--- src/rtl/keypad_pkg.sv ---
// rtl/keypad_pkg.sv - shared FSM states, key map and column helpers for the 4x4 keypad scanner
package keypad_pkg;

  typedef enum logic [1:0] {
    SCAN,
    DEBOUNCE,
    PRESSED,
    REL_DEB
  } keypad_state_e;

  // Indexed by {row, col}; entry 0 is row 0 / col 0.
  localparam logic [15:0][3:0] KEY_MAP = 64'hDF0E_C987_B654_A321;

  function automatic logic [1:0] col_rotate(input logic [1:0] col);
    return col + 2'd1;
  endfunction

  function automatic logic [3:0] col_drive(input logic [1:0] col);
    return ~(4'b0001 << col);
  endfunction

  function automatic logic [1:0] low_row(input logic [3:0] rows);
    logic [1:0] idx;
    idx = 2'd0;
    for (int i = 3; i >= 0; i--) begin
      if (!rows[i]) idx = 2'(i);
    end
    return idx;
  endfunction

endpackage

--- src/rtl/keypad_tick_gen.sv ---
// rtl/keypad_tick_gen.sv - free-running divider emitting a one-clock scan tick every SCAN_DIV+1 clocks
module keypad_tick_gen #(
  parameter int SCAN_DIV = 250000
) (
  input  logic clk,
  input  logic rst,
  output logic tick
);

  localparam int CW = (SCAN_DIV < 2) ? 1 : $clog2(SCAN_DIV + 1);

  logic [CW-1:0] cnt_q, cnt_d;

  assign tick = (cnt_q == CW'(SCAN_DIV));

  always_comb begin
    cnt_d = cnt_q + CW'(1);
    if (tick) cnt_d = '0;
  end

  always_ff @(posedge clk or posedge rst) begin
    if (rst) cnt_q <= '0;
    else     cnt_q <= cnt_d;
  end

endmodule

--- src/rtl/keypad_scan_4x4.sv ---
// rtl/keypad_scan_4x4.sv - 4x4 matrix keypad scanner with debounce and valid/ack key output.
// Defining KEYPAD_SHIFT_EN adds the digits port: a nibble shift register of accepted keys.
module keypad_scan_4x4
  import keypad_pkg::*;
#(
  parameter int CLK_HZ         = 100_000_000,
  parameter int SCAN_DIV       = 250000,
  parameter int DEBOUNCE_SCANS = 4
) (
  input  logic        clk,
  input  logic        rst,
  input  logic [3:0]  row_in,
  output logic [3:0]  col_out,
  output logic [3:0]  key_code,
  output logic        key_valid,
  input  logic        key_ack,
  output logic        key_held,
  output logic        key_overrun
`ifdef KEYPAD_SHIFT_EN
  ,
  output logic [31:0] digits
`endif
);

  localparam int DW = (DEBOUNCE_SCANS < 2) ? 1 : $clog2(DEBOUNCE_SCANS + 1);
  localparam logic [DW-1:0] DEB_TARGET = DW'(DEBOUNCE_SCANS);

  logic          scan_tick;
  logic [3:0]    row_m_q, row_s_q;
  keypad_state_e state_q, state_d;
  logic [1:0]    col_q, col_d, row_idx_q, row_idx_d;
  logic [DW-1:0] deb_q, deb_d, deb_inc;
  logic          accept, ack_ok, row_active;
  logic [3:0]    accept_code;
  logic [3:0]    code_q, code_d;
  logic          valid_q, valid_d, ovr_q, ovr_d;

  keypad_tick_gen #(.SCAN_DIV(SCAN_DIV)) u_tick (
    .clk  (clk),
    .rst  (rst),
    .tick (scan_tick)
  );

  // Column changes must settle through the synchronizer before the next tick samples rows.
  p_params: assert property (@(posedge clk)
    (CLK_HZ > 0) && (SCAN_DIV >= 2) && (DEBOUNCE_SCANS >= 1));

  assign deb_inc    = deb_q + DW'(1);
  assign row_active = !row_s_q[row_idx_q];

  always_comb begin
    state_d   = state_q;
    col_d     = col_q;
    row_idx_d = row_idx_q;
    deb_d     = deb_q;
    accept    = 1'b0;
    if (scan_tick) begin
      case (state_q)
        SCAN: begin
          if (row_s_q == 4'hF) begin
            col_d = col_rotate(col_q);
          end else begin
            row_idx_d = low_row(row_s_q);
            deb_d     = DW'(1);
            if (DEBOUNCE_SCANS == 1) begin
              accept  = 1'b1;
              state_d = PRESSED;
            end else begin
              state_d = DEBOUNCE;
            end
          end
        end
        DEBOUNCE: begin
          if (row_active) begin
            deb_d = deb_inc;
            if (deb_inc == DEB_TARGET) begin
              accept  = 1'b1;
              state_d = PRESSED;
            end
          end else begin
            state_d = SCAN;
            col_d   = col_rotate(col_q);
          end
        end
        PRESSED: begin
          if (!row_active) begin
            deb_d = DW'(1);
            if (DEBOUNCE_SCANS == 1) begin
              state_d = SCAN;
              col_d   = col_rotate(col_q);
            end else begin
              state_d = REL_DEB;
            end
          end
        end
        REL_DEB: begin
          if (!row_active) begin
            deb_d = deb_inc;
            if (deb_inc == DEB_TARGET) begin
              state_d = SCAN;
              col_d   = col_rotate(col_q);
            end
          end else begin
            state_d = PRESSED;
          end
        end
        default: state_d = SCAN;
      endcase
    end
  end

  assign accept_code = KEY_MAP[{row_idx_d, col_q}];
  assign ack_ok      = key_ack && valid_q;

  // A same-cycle ack frees the slot, so the new press is loaded instead of counted as overrun.
  always_comb begin
    code_d  = code_q;
    valid_d = valid_q;
    ovr_d   = ovr_q;
    if (ack_ok) begin
      valid_d = 1'b0;
      ovr_d   = 1'b0;
    end
    if (accept) begin
      if (!valid_q || ack_ok) begin
        code_d  = accept_code;
        valid_d = 1'b1;
      end else begin
        ovr_d = 1'b1;
      end
    end
  end

  always_ff @(posedge clk or posedge rst) begin
    if (rst) begin
      row_m_q   <= 4'hF;
      row_s_q   <= 4'hF;
      state_q   <= SCAN;
      col_q     <= 2'd0;
      row_idx_q <= 2'd0;
      deb_q     <= '0;
      code_q    <= 4'h0;
      valid_q   <= 1'b0;
      ovr_q     <= 1'b0;
    end else begin
      row_m_q   <= row_in;
      row_s_q   <= row_m_q;
      state_q   <= state_d;
      col_q     <= col_d;
      row_idx_q <= row_idx_d;
      deb_q     <= deb_d;
      code_q    <= code_d;
      valid_q   <= valid_d;
      ovr_q     <= ovr_d;
    end
  end

`ifdef KEYPAD_SHIFT_EN
  logic [31:0] digits_q, digits_d;

  always_comb begin
    digits_d = digits_q;
    if (accept) digits_d = {digits_q[27:0], accept_code};
  end

  always_ff @(posedge clk or posedge rst) begin
    if (rst) digits_q <= 32'h0;
    else     digits_q <= digits_d;
  end

  assign digits = digits_q;
`endif

  assign col_out     = col_drive(col_q);
  assign key_code    = code_q;
  assign key_valid   = valid_q;
  assign key_overrun = ovr_q;
  assign key_held    = (state_q == PRESSED) || (state_q == REL_DEB);

endmodule

--- config.mk ---
export PLATFORM = sky130hd
export DESIGN_NAME = keypad_scan_4x4
export DESIGN_NICKNAME = d
export VERILOG_FILES = /design/src/rtl/keypad_pkg.sv /design/src/rtl/keypad_tick_gen.sv /design/src/rtl/keypad_scan_4x4.sv
export SDC_FILE = /design/constraint.sdc
export NUM_CORES = 1
export LEC_CHECK = 0
export CAP_MARGIN = 20
export CELL_PAD_IN_SITES_DETAIL_PLACEMENT = 1
export CELL_PAD_IN_SITES_GLOBAL_PLACEMENT = 1
export CORE_UTILIZATION = 42
export CTS_BUF_LIST = sky130_fd_sc_hd__clkbuf_8 sky130_fd_sc_hd__clkbuf_16
export DETAILED_ROUTE_END_ITERATION = 7
export HOLD_SLACK_MARGIN = 0.08
export PLACE_DENSITY = 0.77
export SYNTH_ARGS = -nofsm -noshare
export SYNTH_HDL_FRONTEND = slang
export SYNTH_SLANG_ARGS = --single-unit
--- constraint.sdc ---
create_clock -name clk -period 2.6 [get_ports clk]
set_clock_uncertainty 0.05 [all_clocks]
set_input_delay 0.39 -clock clk [delete_from_list [all_inputs] [get_ports clk]]
set_output_delay 0.39 -clock clk [all_outputs]
set_load 0.02 [all_outputs]
==> flow_metrics.tcl <==
set metrics [dict create \
    fin_tns_setup_ns 0 \
    insertion_delay_ns 0.28 \
    dpl.hpwl_mm 3.38 \
    drc 0 \
    postSynthCellCount 216 \
    start_util 0.439 \
    yosysWarnings 0 \
    synth_fp_nets 237 \
    synth_compound_area_frac 0.0854 \
    synth-simple-area-share 0.206 \
    rows 26 \
    p_leak_nw 1.20 \
    synth.avg_cell_area_um2 10.4 \
    clkTransAtPathRegs_ns 0.08 \
    drv_slew 0 \
    postCtsSetupBuffers 0 \
    required_ns 2.16 \
    rsz0062_at_grt "no" \
    yosys.area_share.xor_xnor 0.0582 \
    synth.mux.area_fraction 0.0715 \
    drv_cap 0 \
    numCtsBuffers 5 \
    start_kind "flop" \
    dieArea_mm2 0.00567 \
    fin_nets 260 \
    finalCritPeriodShare 0.904 \
    critical_path_class "reg2out" \
    syn_to_final_growth_pct 15.3 \
    fmax_mhz 425 \
    core_mm2 0.00514 \
    grt_antenna_before_repair 0 \
    grt_max_degree 42 \
    power.density_mw_per_mm2 424 \
    grt_overflow 0 \
    syn_area_mm2 0.00226 \
    ys_types 44 \
    grt_pass1_wl_mm 7.80 \
    cts-root-buf "clkbuf_8" \
    cts_tree "built" \
    ctsHoldBuffers 0 \
    antenna_cells 0 \
    hold-worst-slack_ns 0.308 \
    hold_viol_final 0 \
    wl_per_cell_um 14.9 \
    setup_viol 0 \
    seq_area_mm2 0.00104 \
    max-vdd-ir-drop_uv 284 \
    path_max_fanout 6 \
    power_mw 1.10 \
    cp.arrival_ns 1.91 \
    synth_top_family_by_area "simple AND/OR/NAND/NOR gates" \
    cp-end-kind "primary output" \
    fillCellCount 605 \
    multi_input_area_mm2 0.00112 \
    clockBufferDepth 2 \
    die_h_um 75.3 \
    ctsResizeCount 0 \
    portBuffers 17 \
    yosysSeqAreaShare 0.459 \
    postRouteWirelength_mm 4.60 \
    worstMarginPinSlew_ns 0.519 \
    via_per_inst 5.04 \
    fin_crit_ns 2.35 \
    ys_ff_latch 41 \
    routabilityCongestion 0.785 \
    track_usage 0.183 \
    num_vias 1563 \
    cts_htree_levels 2 \
    die_w_um 75.3 \
    drt_iter0_drc 60 \
    cts_num_sinks 41 \
    drt_first_pass_iters 4 \
    antenna_left 0 \
    status "complete, no violations" \
    relSlewSlack 0.654 \
    ios 18 \
    drive_gt1_frac 0.142 \
    utilization 0.506 \
    first_global_vias 1614 \
    hp-class "reg2reg" \
    synthAdderAreaFrac 0.0776 \
]
==> power by group <==
part | internal [mW] | switching (mW) | total (mW)
clock | 0.209 | 0.209 | 0.417
sequential | 0.649 | 0.00367 | 0.652
combinational | 0.0143 | 0.0191 | 0.0334
==> synthesized netlist by cell type, drive strengths merged <==
library cell  count  area, µm²
nor3              5       47.5
a21oi            11       55.1
o22ai             1       6.26
a311oi            1       8.76
nand3b            1       7.51
nand4             3       18.8
a21o              2       15.0
mux2i             9       90.1
nor2             18       67.6
nor4bb            1       10.0
mux2              4       48.8
dfrtp            33        826
buf               3       21.3
ha               14        175
or3               3       23.8
clkbuf            1       3.75
inv              19       71.3
nor4b             2       30.0
nand2            16       62.6
xnor2            13        114
nand3            13       65.1
o221ai            1       15.0
o41ai             1       16.3
a21boi            1       18.8
nand2b            6       45.0
mux4              1       22.5
or2               3       18.8
o21a              1       7.51
and4bb            1       12.5
and4              1       8.76
o21ai            10       50.0
xor2              2       17.5
dfstp             8        210
and3              2       12.5
nor2b             4       25.0
nand4b            1       8.76
==> flip-flops by register name, indices dropped and copies added, names as in the netlist, named ones only <==
signal        flops
col_q             2
key_valid         1
row_s_q           4
row_m_q           4
state_q           1
key_overrun       1
u_tick.cnt_q     18
key_code          4
row_idx_q         2
deb_q             3
==> per-layer routing <==
metal	global-route usage	up-vias	routed length, µm
li1	-	771	-
met1	0.261	774	2330
met2	0.289	14	2150
met3	0.0317	4	72
met4	0.0494	0	51
met5	0	-	0
==> cells in the final DEF (no fill, tap or decap), types with 2 or more instances in the layout <==
master           Yosys  layout
xor2_1               2       2
mux2_2               3       3
nand2b_1             5       5
clkdlybuf4s50_1      0      17
nor3_4               2       2
buf_4                0       3
nand4_1              3       3
ha_1                14      14
nand2_1             15      15
or2_2                2       2
a21o_1               2       2
dfrtp_1             33      33
xnor2_1             13      13
mux2i_1              9       9
nor3_1               3       3
nand3_1             13      13
or3_1                2       2
clkbuf_8             0       6
nor2_1              18      18
nor4b_2              2       2
a21oi_1             11      11
inv_1               19      21
nor2b_1              4       4
o21ai_0              9       9
and3_1               2       2
dfstp_2              8       8
==> worst max-delay path, stage by stage (launching register included) <==
cell and delay (ns):
dfrtp_1 0.44, inv_1 0.10, ha_1 0.24, or2_2 0.30, clkdlybuf4s50_1 0.54
==> stage by stage <==
step / setup WS (ns) / cell area, µm² / cells
after global placement: 0.311 / 2510 / 302
final: 0.249 / 2600 / 310
after CTS: 0.227 / 2600 / 310
after detailed placement: 0.295 / 2510 / 302
after floorplan: 0.426 / 2260 / 216
after global routing: 0.0510 / 2600 / 310
==> final cells by class <==
| type | count | area share |
|---|---|---|
| Multi-Input combinational cell | 152 | 0.432 |
| Tap cell | 70 | 0.0337 |
| Timing Repair Buffer | 20 | 0.0740 |
| Sequential cell | 41 | 0.398 |
| Clock buffer | 6 | 0.0317 |
| Inverter | 19 | 0.0274 |
| Clock inverter | 2 | 0.00288 |
==> path summary, 6_finish.rpt <==
| kind | depth (start not counted) | slack [ns] | startpoint | to |
|---|---|---|---|---|
| setup / recovery | 4 | 0.25 | state_q[0] | key_held |
| hold / removal | 0 | 0.31 | row_m_q[2] | row_s_q[2] |
| setup reg to reg | 7 | 0.28 | u_tick.cnt_q[9] | key_code[2] |
| hold reg to reg | 0 | 0.31 | row_m_q[2] | row_s_q[2] |
| max in group asynchronous | 3 | 1.65 | rst | row_s_q[3] |
| min in group asynchronous | 3 | 0.48 | rst | key_code[2] |
==> cells by family after synthesis <==
kind of cell,count (synthesis)
compound gates,29
xor+xnor,15
simple gates,80
buf+inv,23
mux,14
fa+ha+maj,14
flops,41
No activity file was read; power rests on OpenSTA's default activity.
